--- src/rtl/shift_unit_arbiter.sv ---
// shift_unit_arbiter: round-robin arbiter that shares one 16-bit left shifter
// (out = a << b) among NUM_REQ requesters. The tagged result is held in a
// one-entry output register until the consumer accepts it.
//
// Ports:
//   clk, rst      rising-edge clock, asynchronous active-high reset
//   req_valid     per-requester operand valid
//   req_ready     per-requester grant (combinational, one-hot or zero)
//   req_a, req_b  packed operands; requester i in bits [16i+15:16i]
//   resp_valid    result register full
//   resp_ready    consumer accepts the result
//   resp_data     shifted result
//   resp_id       index of the requester that produced resp_data
//   op_count      count of accepted requests, wraps at 16 bits
module shift_unit_arbiter #(
  parameter int unsigned NUM_REQ = 4,
  parameter int unsigned ID_W    = 2
) (
  input  logic                  clk,
  input  logic                  rst,
  input  logic [NUM_REQ-1:0]    req_valid,
  output logic [NUM_REQ-1:0]    req_ready,
  input  logic [16*NUM_REQ-1:0] req_a,
  input  logic [16*NUM_REQ-1:0] req_b,
  output logic                  resp_valid,
  input  logic                  resp_ready,
  output logic [15:0]           resp_data,
  output logic [ID_W-1:0]       resp_id,
  output logic [15:0]           op_count
);

  localparam int unsigned DW = 16;

  typedef enum logic {
    EMPTY = 1'b0,
    FULL  = 1'b1
  } state_t;

  state_t          state_q, state_d;
  logic [ID_W-1:0] ptr_q;
  logic            can_accept;
  logic            grant_vld;
  logic [ID_W-1:0] grant_idx;
  logic [ID_W-1:0] scan_idx;
  logic            transfer;
  logic [DW-1:0]   sel_a;
  logic [DW-1:0]   sel_b;
  logic [DW-1:0]   shift_res;

  // Output register can take a new result when empty or draining this cycle.
  assign can_accept = (state_q == EMPTY) || resp_ready;

  // Round-robin search starting at ptr; index arithmetic wraps because
  // NUM_REQ is a power of two.
  always_comb begin
    grant_vld = 1'b0;
    grant_idx = '0;
    scan_idx  = '0;
    for (int unsigned i = 0; i < NUM_REQ; i++) begin
      scan_idx = ptr_q + ID_W'(i);
      if (!grant_vld && req_valid[scan_idx]) begin
        grant_vld = 1'b1;
        grant_idx = scan_idx;
      end
    end
  end

  // Grant is suppressed while reset is held so no requester sees an accept.
  assign transfer  = grant_vld && can_accept && !rst;
  assign req_ready = transfer ? (NUM_REQ'(1) << grant_idx) : '0;

  // Shared datapath; Verilog shifts by >= 16 already yield zero.
  assign sel_a     = req_a[int'(grant_idx)*DW +: DW];
  assign sel_b     = req_b[int'(grant_idx)*DW +: DW];
  assign shift_res = sel_a << sel_b;

  // Output-register state.
  always_ff @(posedge clk or posedge rst) begin
    if (rst) begin
      state_q <= EMPTY;
    end else begin
      state_q <= state_d;
    end
  end

  // Next state: a transfer refills, a drain without refill empties.
  always_comb begin
    state_d = state_q;
    if (transfer) begin
      state_d = FULL;
    end else if ((state_q == FULL) && resp_ready) begin
      state_d = EMPTY;
    end
  end

  assign resp_valid = (state_q == FULL);

  // Result, tag, round-robin pointer and operation counter.
  always_ff @(posedge clk or posedge rst) begin
    if (rst) begin
      resp_data <= '0;
      resp_id   <= '0;
      ptr_q     <= '0;
      op_count  <= '0;
    end else if (transfer) begin
      resp_data <= shift_res;
      resp_id   <= grant_idx;
      ptr_q     <= grant_idx + ID_W'(1);
      op_count  <= op_count + 16'd1;
    end
  end

endmodule

--- config.mk ---
export PLATFORM = sky130hd
export DESIGN_NAME = shift_unit_arbiter
export DESIGN_NICKNAME = d
export VERILOG_FILES = /design/src/rtl/shift_unit_arbiter.sv
export SDC_FILE = /design/constraint.sdc
export NUM_CORES = 1
export LEC_CHECK = 0
export ABC_AREA = 1
export ABC_CLOCK_PERIOD_IN_PS = 9900
export CORE_MARGIN = 4
export CORE_UTILIZATION = 46
export CTS_CLUSTER_DIAMETER = 100
export DETAILED_ROUTE_END_ITERATION = 12
export GPL_TIMING_DRIVEN = 0
export PLACE_DENSITY = 0.92
export SLEW_MARGIN = 10
export SYNTH_ARGS = -nofsm -noshare
export SYNTH_HDL_FRONTEND = slang
export SYNTH_SLANG_ARGS = --single-unit
--- constraint.sdc ---
create_clock -name clk -period 9.9 [get_ports clk]
set_input_delay 2.475 -clock clk [delete_from_list [all_inputs] [get_ports clk]]
set_output_delay 2.475 -clock clk [all_outputs]
set_load 0.01 [all_outputs]
**Word-level counts from Yosys, hierarchy flattened**

Cells that the tools add are included.

- Register bits: 37
- Input bits: 135
- Output and inout bits: 39
- Word-level logic and storage cells: 50

- $add $sub $neg: 5
- Magnitude comparators: 4
- Shift-type cells: 4
- Mux-type cells: 19
- Bitwise logic cells: 1
- Reduce and logical (&&, ||, !) cells: 12

Operators by type and width:

| cell | number |
|---|---|
| 64-bit by 7-bit indexed part select with 16-bit output | 2 |
| 16-bit by 1-bit adder with 16-bit output (second input constant) | 1 |
| 16-bit by 16-bit << shifter with 16-bit output | 1 |
| 2-bit by 3-bit < comparator with 1-bit output (second input constant) | 4 |
| 1-bit two-way mux | 10 |
| 1-bit binary-select mux with 2-bit select | 4 |
| 2-bit two-way mux | 4 |
| 1-bit logical AND | 6 |
| 2-bit by 1-bit adder with 2-bit output (second input constant) | 2 |
| 2-bit adder (second input constant) | 2 |
| 1-bit logical NOT | 4 |
| 4-bit two-way mux | 1 |
| 1-bit by 2-bit << shifter with 4-bit output (first input constant) | 1 |
| 2-bit nonzero test | 1 |
| 1-bit logical OR | 1 |
| 1-bit NOT | 1 |

**Logic depth before layout (Yosys ltp)**

- Depth after elaboration: 15
- Gate-level depth with buffers: 24
- Gate-level depth less buffers: 22

**Worst setup path after synthesis**

OpenSTA, ideal clock, no wires.

- Path type: input to output
- Start: in rst
- End: out req_ready[0]
- Data arrival time: 4.190 ns
- Data required time: 7.425 ns
- Path slack: 3.235 ns
- Stages: 5
- Buffers on the path: 2
- Path through: inv_1 > nand3_1 > clkbuf_1 > clkbuf_1 > nor2_1

- Longest elaborated chain between the ends: 3

Ends and longest elaborated chain:

| what | RTL line | RTL |
|---|---|---|
| start: declaration | 20 | `input logic rst,` |
| 1-bit logical NOT (no line) | -- |  |
| 1-bit logical AND | 69 | `assign transfer = grant_vld && can_accept && !rst;` |
| 4-bit two-way mux | 70 | `assign req_ready = transfer ? (NUM_REQ'(1) << grant_idx) : '0;` |
| end: declaration | 22 | `output logic [NUM_REQ-1:0] req_ready,` |

Every way passes these cells.

**Worst setup path in the final report**

- Start: in req_valid[3]
- End: out req_ready[3]

- Longest elaborated chain between the ends: 15
- Elaborated cells on any way between the ends: 26
- Classes of those cells: shift: 1; mux: 17; reduce/logical: 8

Ends and longest elaborated chain:

| what | RTL line | RTL |
|---|---|---|
| start: declaration | 21 | `input logic [NUM_REQ-1:0] req_valid,` |
| 1-bit binary-select mux with 2-bit select | 61 | `if (!grant_vld && req_valid[scan_idx]) begin` |
| 1-bit two-way mux (implied by the code) | 61 |  |
| 1-bit two-way mux | 61 |  |
| 1-bit logical NOT | 61 |  |
| 1-bit logical AND | 61 |  |
| 1-bit two-way mux | 61 |  |
| 1-bit logical NOT | 61 |  |
| 1-bit logical AND | 61 |  |
| 1-bit two-way mux | 61 |  |
| 1-bit logical NOT | 61 |  |
| 1-bit logical AND | 61 |  |
| 1-bit two-way mux | 61 |  |
| 1-bit logical AND (2 in series) | 69 |  |
| 4-bit two-way mux (*) | 70 |  |

Every way passes the cells marked *; elsewhere a longest branch is shown, timed or not. The select of a mux whose other input is x is not followed.

==> impl_metrics.ini <==
[worst_setup_path]
crit_buf_inv = 5
path_cells = clkdlybuf4s50_1, inv_1, nand2_1, nand3_1, nand2_2, nor2_4, nand3_4, nand3_1, clkbuf_1, clkbuf_1, nor2_1, clkdlybuf4s50_1
cp_max_fo = 10
slowest_stage = clkdlybuf4s50_1
worstReg2RegEnd = resp_data[10]
cp_top_family = buffers and inverters
path_class = input port to output pin
crit_arrival_ns = 5.25
end_kind = output pin
rrSetupSlack_ns = 7.06
endpoint = req_ready[3]
r2r_cells = 19
required_ns = 7.43
cp_slowest_stage_delay_ns = 0.54
worst_setup_path_start_kind = input port
r2r-start = ptr_q[0]
crit_start = req_valid[3]
path_depth = 12

[sta]
setup_tns_ns = 0
hold_violations = 0
maxSlewHeadroom_pct = 50.80
final.setup_skew_ns = 0.008360
rsz0062_at_grt = false
fin_ws_ns = 2.178
setup_viol = 0
fin_crit_ns = 7.722
hold_slack_ns = 0.4776
clock.fmax_ghz = 0.1295
report.final.slew_viol_count = 0
worstMarginPinSlew_ns = 0.7369
timing.final.crit_share_pct = 78.00

[final_layout]
final_common_cell = nand2_1
synthToLayoutAreaGrowth_pct = 52.97
seqCellArea_um2 = 925.9
post-route-util_pct = 72.89
antenna_cells = 0
multi_input_area_mm2 = 0.002207
layout-drive-gt1-share_pct = 6.557
fill_cells = 616
nets = 932
final_cell_mix = nand2_1 (188), clkdlybuf4s50_1 (173), nand3_1 (138)

[pwr]
leakagePower_uw = 0.002894
power_density_mw_per_mm2 = 417.5
ir_worst_vdd_mv = 0.2608

[job]
cap_violations = 0

[global_route]
grt_pass1_wl_mm = 20.96
first_global_vias = 4606
grt_overflow = 0
antenna_found_initial = 0
grt_max_degree = 39
track_usage_pct = 25.71

[routing]
via_per_inst = 5.272
vias = 4718
avgRoutedWirePerCell_um = 13.93
wl_mm = 12.47
drcViolationCount = 0
drt_first_iter_violations = 269
final_antenna_net_count = 0
first_pass_iters = 8

[yosys]
ys_types = 32
synth.largest_area_cell = dfrtp_1
yosys.area.top_type_share_pct = 25.02
yosysWarnings = 0
synthTopCellsByArea = dfrtp_1 (25%), nand2_1 (19%), nand3_1 (19%), inv_1 (9.0%), nand4_1 (6.3%)
syn_nets = 752
yosysSeqAreaShare_pct = 25.02
syn_area_per_cell_um2 = 6.047
syn-cell-area_mm2 = 0.003701
syn_inst = 612
yosys_register_bits = 37

[cts]
clock_latency_ns = 0.29
holdBufCountCts = 0
clock_sink_count = 37
clk_pin_slew_ns = 0.07
postCtsResizedCells = 0
post_cts_buffers = 0
htree_levels = 2
cts_max_path_buffers = 2
tritoncts = done
root_buffer = clkbuf_8
cts_made_buffers = 5

[die]
start_util_pct = 47.65
die_y_um = 97.70
dieArea_mm2 = 0.009545
io_pins = 174
row_count = 32
die_x_um = 97.70
core_area_mm2 = 0.007767

[placed_design]
routabilityCongestion = 0.8991
numPortBuffers = 173
place_ws_ns = 2.208
hpwl_mm = 10.45

[min_path]
holdCritPathClass = flip-flop to flip-flop

[run_status]
status = completed
==> cells in the mapped netlist <==
cell type,number
a21oi_1,2
a22o_1,1
buf_1,1
buf_2,9
buf_4,9
buf_6,5
clkbuf_1,8
dfrtp_1,37
ha_1,5
inv_1,89
inv_2,6
inv_6,1
nand2_1,188
nand2_2,7
nand2_4,1
nand3_1,138
nand3_2,3
nand3_4,1
nand4_1,37
nor2_1,15
nor2_4,1
nor3_1,7
nor4_1,9
nor4b_1,1
o211ai_1,3
o21a_1,1
o21ai_0,8
o21ai_1,1
o31ai_1,2
or2_0,1
xnor2_1,5
xor2_1,10
==> registers in the layout, indices dropped and copies added, names as in the netlist <==
signal and flops:
op_count 16, resp_id 2, resp_valid 1, ptr_q 2, resp_data 16
==> where the power goes <==
| part | internal [µW] | switching [µW] | total (µW) |
|---|---|---|---|
| clock network | 62.8 | 49.7 | 113 |
| logic | 724 | 1300 | 2020 |
| registers | 193 | 36.8 | 230 |
==> metal layers <==
layer	routed length (µm)	track usage, %
met1	5136	31.96
met2	6247	46.65
met3	869	3.518
met4	217	6.709
met5	0	0
==> cell type report <==
type | count | area share, %
plain buffers | 32 | 3.580
clock buffers | 7 | 1.702
clock inverters | 1 | 0.08840
inverters | 96 | 6.453
multi-input cells | 447 | 38.98
flip-flops and latches | 37 | 16.35
well taps | 102 | 2.254
repair buffers | 173 | 30.59
==> per-stage QoR <==
stage	instances	cell area, µm²	total power, µW
final	895	5662	2364
after global routing	895	5662	2625
after CTS	895	5662	2333
after detailed placement	887	5560	2212
after global placement	887	5560	2162
after floorplan	612	3701	1690
==> worst register-to-register path: cells and delay by family, from the launching register on <==
kind | cells | cell delay (ns)
simple gates | 14 | 1.42
buf+inv | 5 | 0.96
flops | 1 | 0.38
==> worst min path at each step <==
| stage | slack (ns) | start | depth (start not counted) | endpoint |
|---|---|---|---|---|
| 3_5_place_dp | 0.46 | op_count[15] | 1 | op_count[15] |
| 5_1_grt | 0.49 | op_count[15] | 1 | op_count[15] |
| 2_1_floorplan | 0.51 | op_count[15] | 1 | op_count[15] |
| 6_report | 0.48 | op_count[15] | 1 | op_count[15] |
| 3_3_place_gp | 0.46 | op_count[15] | 1 | op_count[15] |
| 4_1_cts | 0.48 | op_count[15] | 1 | op_count[15] |
==> cell families (layout without fill, tap and decap cells) <==
kind of cell	Yosys count	count (layout)	share of synthesized area (%)
xor+xnor	15	15	3.550
flops	37	37	25.02
compound gates	18	18	2.941
fa+ha+maj	5	5	1.690
buf+inv	128	309	15.35
simple gates	409	409	51.45
(Power assumes the default switching activity.)
